[src/rtl/unit_sequencer_pkg.sv]
// rtl/unit_sequencer_pkg.sv - shared data width and unit index constants for the sequencer
package unit_sequencer_pkg;

  localparam int DATA_WIDTH = 16;

  typedef logic [3:0] unit_idx_t;

  localparam unit_idx_t INDEX_EN_IR    = 4'd1;
  localparam unit_idx_t INDEX_EN_PC    = 4'd2;
  localparam unit_idx_t INDEX_EN_AR    = 4'd3;
  localparam unit_idx_t INDEX_EN_DR0   = 4'd4;
  localparam unit_idx_t INDEX_EN_DR1   = 4'd5;
  localparam unit_idx_t INDEX_EN_CR    = 4'd6;
  localparam unit_idx_t INDEX_EN_SKIN0 = 4'd12;
  localparam unit_idx_t INDEX_EN_SKIN1 = 4'd13;
  localparam unit_idx_t INDEX_EN_SKIN2 = 4'd14;

endpackage

[src/rtl/unit_sequencer.sv]
// rtl/unit_sequencer.sv - fetch/decode/move sequencer driving one-hot bus enables
module unit_sequencer
  import unit_sequencer_pkg::*;
(
  input  logic                  clk,
  input  logic                  rst,
  input  logic                  i_start,
  input  logic [DATA_WIDTH-1:0] i_instruction,
  input  logic                  i_cond,
  input  logic                  i_skin_ack,
  output logic                  o_skin_req,
  output logic [1:0]            o_skin_sel,
  output logic [15:0]           o_unit_oen,
  output logic [15:0]           o_unit_ien,
  output logic                  o_busy,
  output logic                  o_halted,
  output logic                  o_err
);

  localparam logic [2:0] S_IDLE   = 3'd0;
  localparam logic [2:0] S_FETCH  = 3'd1;
  localparam logic [2:0] S_DECODE = 3'd2;
  localparam logic [2:0] S_MOVE   = 3'd3;
  localparam logic [2:0] S_SKIN   = 3'd4;
  localparam logic [2:0] S_HALT   = 3'd5;

  logic [2:0] state, next_state;
  unit_idx_t  src, dst;
  unit_idx_t  ir_src, ir_dst;
  unit_idx_t  sel_full;
  logic       err_q, illegal;
  logic       unused_ir_hi;

  function automatic logic [15:0] onehot(input unit_idx_t idx);
    onehot = 16'h0001 << idx;
  endfunction

  function automatic logic is_reg(input unit_idx_t idx);
    is_reg = (idx >= INDEX_EN_IR) && (idx <= INDEX_EN_CR);
  endfunction

  assign ir_src       = i_instruction[3:0];
  assign ir_dst       = i_instruction[7:4];
  assign unused_ir_hi = ^i_instruction[DATA_WIDTH-1:8];

  always_comb begin
    next_state = state;
    illegal    = 1'b0;
    case (state)
      S_IDLE:   if (i_start) next_state = S_FETCH;
      S_FETCH:  if (i_skin_ack) next_state = S_DECODE;
      S_DECODE: begin
        if (ir_src == 4'd15 && ir_dst == 4'd15)
          next_state = S_HALT;
        else if (ir_src == 4'd0 && ir_dst == 4'd0)
          next_state = S_FETCH;
        else if ((ir_src == INDEX_EN_SKIN1 || ir_src == INDEX_EN_SKIN2) && is_reg(ir_dst))
          next_state = S_SKIN;
        else if (is_reg(ir_src) && is_reg(ir_dst) && ir_src != ir_dst)
          next_state = S_MOVE;
        else if (ir_src == INDEX_EN_DR0 && ir_dst == INDEX_EN_DR0)
          next_state = S_MOVE;
        else begin
          illegal    = 1'b1;
          next_state = S_FETCH;
        end
      end
      S_MOVE:   next_state = S_FETCH;
      S_SKIN:   if (i_skin_ack) next_state = S_FETCH;
      S_HALT:   next_state = S_HALT;
      default:  next_state = S_IDLE;
    endcase
  end

  // o_err is registered so the IR bus never reaches an output combinationally
  always_ff @(posedge clk or posedge rst) begin
    if (rst) begin
      state <= S_IDLE;
      src   <= '0;
      dst   <= '0;
      err_q <= 1'b0;
    end else begin
      state <= next_state;
      err_q <= illegal;
      if (state == S_DECODE) begin
        src <= ir_src;
        dst <= ir_dst;
      end
    end
  end

  assign sel_full = src - INDEX_EN_SKIN0;

  always_comb begin
    o_skin_req = 1'b0;
    o_skin_sel = 2'd0;
    o_unit_oen = '0;
    o_unit_ien = '0;
    case (state)
      S_FETCH: begin
        o_skin_req = 1'b1;
        if (i_skin_ack) begin
          o_unit_oen = onehot(INDEX_EN_SKIN0);
          o_unit_ien = onehot(INDEX_EN_IR);
        end
      end
      S_MOVE: begin
        o_unit_oen = onehot(src);
        // conditional branch: CR is always driven, PC only loads when taken
        if (!(src == INDEX_EN_CR && dst == INDEX_EN_PC && !i_cond))
          o_unit_ien = onehot(dst);
      end
      S_SKIN: begin
        o_skin_req = 1'b1;
        o_skin_sel = sel_full[1:0];
        if (i_skin_ack) begin
          o_unit_oen = onehot(src);
          o_unit_ien = onehot(dst);
        end
      end
      default: ;
    endcase
  end

  assign o_busy   = (state != S_IDLE) && (state != S_HALT);
  assign o_halted = (state == S_HALT);
  assign o_err    = err_q;

endmodule

[config.mk]
export PLATFORM = sky130hd
export DESIGN_NAME = unit_sequencer
export DESIGN_NICKNAME = d
export VERILOG_FILES = /design/src/rtl/unit_sequencer_pkg.sv /design/src/rtl/unit_sequencer.sv
export SDC_FILE = /design/constraint.sdc
export NUM_CORES = 1
export LEC_CHECK = 0
export BUFFER_PORTS_ARGS = -buffer_cell sky130_fd_sc_hd__buf_2
export CAP_MARGIN = 20
export CORE_MARGIN = 1
export CORE_UTILIZATION = 40
export CTS_CLUSTER_SIZE = 8
export DETAILED_ROUTE_END_ITERATION = 16
export PLACE_DENSITY = 0.77
export SYNTH_ARGS = -nofsm -noshare
export SYNTH_HDL_FRONTEND = slang
export SYNTH_SLANG_ARGS = --single-unit
[constraint.sdc]
create_clock -name clk -period 5 [get_ports clk]
set_clock_uncertainty 0.2 [all_clocks]
set_input_delay 1 -clock clk [delete_from_list [all_inputs] [get_ports clk]]
set_output_delay 1 -clock clk [all_outputs]
set_load 0.02 [all_outputs]
# After elaboration in Yosys (flattened, before gate mapping)
# Cells that the tools add are included.
# Widths: inputs -> output; s select.
dict set report totals {
  wordCells 72
  ram_bits 0
  memories 0
  output_inout_bits 38
  rom_bits 0
  inputBits 21
  regBits 12
  latch_bits 0
}
dict set report classes {
  n_reduce_logical 19
  bitwise 0
  n_addsub 1
  n_shift 2
  n_div 0
  eq_ne 18
  multipliers 0
  magnitude_cmp 4
  mux 24
}
# op count
set ops {}
lappend ops {{$pmux 16 s3} 2}
lappend ops {{$mux 16} 3}
lappend ops {{$shl 1x4->16 const A} 2}
lappend ops {{$mux 3} 6}
lappend ops {{$pmux 3 s6} 1}
lappend ops {{$eq 4x4->1 const B} 4}
lappend ops {{$mux 13} 1}
lappend ops {{$eq 4x3->1 const B} 3}
lappend ops {{$logic_and 1x1->1} 11}
lappend ops {{$ge 4x1->1 const B} 2}
lappend ops {{$le 4x3->1 const B} 2}
lappend ops {{$logic_not 4->1} 2}
lappend ops {{$mux 2} 4}
lappend ops {{$mux 1} 7}
lappend ops {{$eq 3x2->1 const B} 2}
lappend ops {{$eq 3x3->1 const B} 2}
lappend ops {{$ne 2x2->1 const B} 3}
lappend ops {{$eq 4x2->1 const B} 1}
lappend ops {{$ne 4x4->1} 1}
lappend ops {{$eq 3x1->1 const B} 1}
lappend ops {{$logic_not 3->1} 1}
lappend ops {{$ne 3x3->1 const B} 1}
lappend ops {{$reduce_and 3->1} 1}
lappend ops {{$reduce_bool 3->1} 1}
lappend ops {{4 further kinds} 4}

# Depth between registers and ports, before layout
dict set report depth {
  depth_word 9
  depth_mapped 5
  depth_no_buf 4
}

# Worst setup path after synthesis
# No wires, ideal clock.
dict set report synth_path {
  path_type {input to output}
  start {input port i_skin_ack}
  end {output port o_unit_ien[0]}
  n_path_buf 0
  arrival_time_ps 1997
  slack_ps 1803
  path_stages 3
  required_ps 3800
  cell_sequence {a22o_4 -> or3b_4 -> nor3_1}
}
dict set report synth_between {
  elab_chain_len 2
}
# element line
set synth_rtl {}
lappend synth_rtl {{from (decl)} unit_sequencer.sv:10} ;# input logic i_skin_ack,
lappend synth_rtl {{$mux 16} unit_sequencer.sv:116} ;# if (i_skin_ack) begin
lappend synth_rtl {{$pmux 16 s3} unit_sequencer.sv:99} ;# case (state)
lappend synth_rtl {{to (decl)} unit_sequencer.sv:14} ;# output logic [15:0] o_unit_ien,
# Every way passes these cells.

# Worst setup path after layout
dict set report layout_path {
  start {input port i_skin_ack}
  end {output port o_unit_ien[2]}
}
# Same word-level chain as after synthesis.

==> results.json <==
{
  "cts.sinks": 12,
  "cp_cell_sequence": "buf_2, a22o_4, or3b_4, nor3_2, buf_2",
  "critPathLaunch": "i_skin_ack",
  "dieArea_mm2": 0.00301,
  "drt-wirelength-per-cell_um": 12.9,
  "cp_slowest_cell": "or3b_4",
  "rr_endpoint": "o_err$_DFF_PP0_",
  "worstSetupStartpointType": "input port",
  "grt_pass1_wl_um": 4530,
  "crit_path_max_fanout": 8,
  "synth_largest_area_cell": "dfrtp_1",
  "drt_iter0_markers": 39,
  "netlist_top_cells_count": "20 x nor2_1, 12 x dfrtp_1, 12 x nor3_1, 8 x mux2_2",
  "drtAntennaViolNets": 0,
  "cts_buffer_depth": 2,
  "drt-total-wl_um": 2690,
  "drc": 0,
  "power_density_mw_per_mm2": 361,
  "die_w_um": 54.8,
  "r2r_start": "state[1]$_DFFE_PP0P_",
  "max-slew-margin-rel": 0.570,
  "fin_crit_sh": 0.659,
  "netlist.area_leader.share": 0.269,
  "grt_pass1_vias": 1065,
  "min_path_type": "reg -> reg",
  "htree_levels": 1,
  "seq_area_frac_synth": 0.269,
  "rr_worst_depth": 4,
  "fillers": 258,
  "clock_latency_ns": 0.27,
  "netlist_top_cells_area": "dfrtp_1 27%, mux2_2 8.1%, nor2_1 6.7%",
  "crit_top_cell": "buf_2",
  "cts_root_buffer": "clkbuf_4",
  "grt_setup_unrepaired": "no",
  "ff_latch_area_um2": 300,
  "reg2reg_setup_slack_ns": 3.11,
  "outcome": "finished clean",
  "ys.flop_type": "dfrtp_1",
  "syn_avg_cell_area_um2": 8.15,
  "synthesis.nets": 158,
  "core_area_mm2": 0.00257,
  "cts_resized": 0,
  "drv_slew": 0,
  "cts_tree": "done",
  "cts-buffers-inserted": 3,
  "yosys_warnings": 0,
  "drv_cap": 0,
  "grt_use_total": 0.210,
  "timing.final.hold_violations": 0,
  "syn-instance-count": 137,
  "netlist_area_mm2": 0.00112,
  "power_leakage_uw": 0.000641,
  "first_pass_iters": 4,
  "area_growth_pct": 22.4,
  "synth_seq_cells": 12,
  "viasPerCell": 5.70,
  "dr_total_vias": 1185,
  "post_cts_buffers": 0,
  "final_area_mm2": 0.00137,
  "worstMarginPinSlew_ns": 0.642,
  "pin_count": 59,
  "cp.required_ns": 3.80,
  "crit_path_end": "o_unit_ien[2]",
  "synth.most_common_cell": "nor2_1",
  "cp.arrival_ns": 2.09,
  "cp_slowest_stage_delay_ns": 0.41,
  "ir_drop_uv": 216,
  "synthArstFlopShare": 1.00,
  "fmax_mhz": 304,
  "rows": 18,
  "path_clk_slew_ns": 0.06,
  "gp_congestion": 0.746,
  "synth-edff-count": 0,
  "setup_viol": 0,
  "antenna_found_initial": 0,
  "initial_utilization": 0.435,
  "die_y_um": 54.8,
  "period_needed_ns": 3.29,
  "worstSetupEndpointType": "output pin",
  "dpl.hpwl_um": 2120,
  "port-buffer-count": 50,
  "tns_ns": 0,
  "place_area_mm2": 0.00134,
  "crit_type": "in -> out",
  "grt_overflow_total": 0,
  "grt_max_degree": 14,
  "multi_input_area_um2": 744,
  "yosysUniqueCellTypes": 42,
  "hold_buffers": 0,
  "layout-drive-gt1-share": 0.388,
  "finish.net_count": 201,
  "n_antenna_cell": 0
}
==> worst max-delay path, delay by kind of cell <==
| kind | cells | cell delay, ns |
|---|---|---|
| AND/OR/NAND/NOR | 2 | 0.58 |
| AO/OA/AOI/OAI | 1 | 0.17 |
| buffers and inverters | 2 | 0.33 |
==> area by class of cell <==
class / instances / share of cell area
Clock buffer: 3 / 0.0165
Tap cell: 30 / 0.0275
Timing Repair Buffer: 50 / 0.183
Multi-Input combinational cell: 110 / 0.545
Inverter: 3 / 0.00824
Sequential cell: 12 / 0.220
==> stage by stage <==
stage                     power (uW)  setup slack, ns   util  hold WS, ns  cells
after floorplan                  384             1.80      -        0.340    137
after global placement           424             1.72  0.523        0.369    205
after detailed placement         435             1.71  0.523        0.379    205
after CTS                        494             1.71  0.532        0.401    208
after global routing             539             1.61  0.532        0.452    208
final                            493             1.71  0.532        0.403    208
==> power by group <==
| part | internal, uW | switching, uW | leakage, uW |
|---|---|---|---|
| clock | 27.9 | 29.7 | 0.0000138 |
| sequential | 136 | 78.5 | 0.000150 |
| combinational | 97.5 | 123 | 0.000478 |
| total | 262 | 231 | 0.000641 |
==> cell families after synthesis <==
group,Yosys count,synth area share
buf+inv,15,0.0639
mux,9,0.0897
xor+xnor,5,0.0392
simple gates,80,0.420
flops,12,0.269
compound gates,16,0.118
==> layout by cell type, fill, tap and decap left out, types with 5 or more instances in the layout <==
| cell | instances |
|---|---|
| buf_2 | 50 |
| nor2_1 | 20 |
| nor3_1 | 12 |
| dfrtp_1 | 12 |
| mux2_2 | 8 |
| nand2_1 | 6 |
| nand2b_1 | 6 |
| nor4_1 | 5 |
==> sequential cells by signal (all words and copies together) (netlist names) <==
signal	cells
src	4
dst	4
o_err	1
state	3
==> worst min path at each step <==
| stage | start | end | slack (ns) | cells after the start |
|---|---|---|---|---|
| finish | dst[3]$_DFFE_PP0P_ | dst[3]$_DFFE_PP0P_ | 0.40 | 1 |
| global placement | dst[2]$_DFFE_PP0P_ | dst[2]$_DFFE_PP0P_ | 0.37 | 1 |
| detailed placement | dst[3]$_DFFE_PP0P_ | dst[3]$_DFFE_PP0P_ | 0.38 | 1 |
| global route | dst[2]$_DFFE_PP0P_ | dst[2]$_DFFE_PP0P_ | 0.45 | 1 |
| floorplan | dst[3]$_DFFE_PP0P_ | dst[3]$_DFFE_PP0P_ | 0.34 | 1 |
| CTS | dst[3]$_DFFE_PP0P_ | dst[3]$_DFFE_PP0P_ | 0.40 | 1 |
==> routing by layer <==
metal	track usage	wire, um	up-vias
met3	0.0611	173	5
met5	0	0	-
met4	0.0427	18	0
li1	-	-	582
met2	0.357	1340	48
met1	0.261	1160	550
No activity file was read; power rests on OpenSTA's default activity.
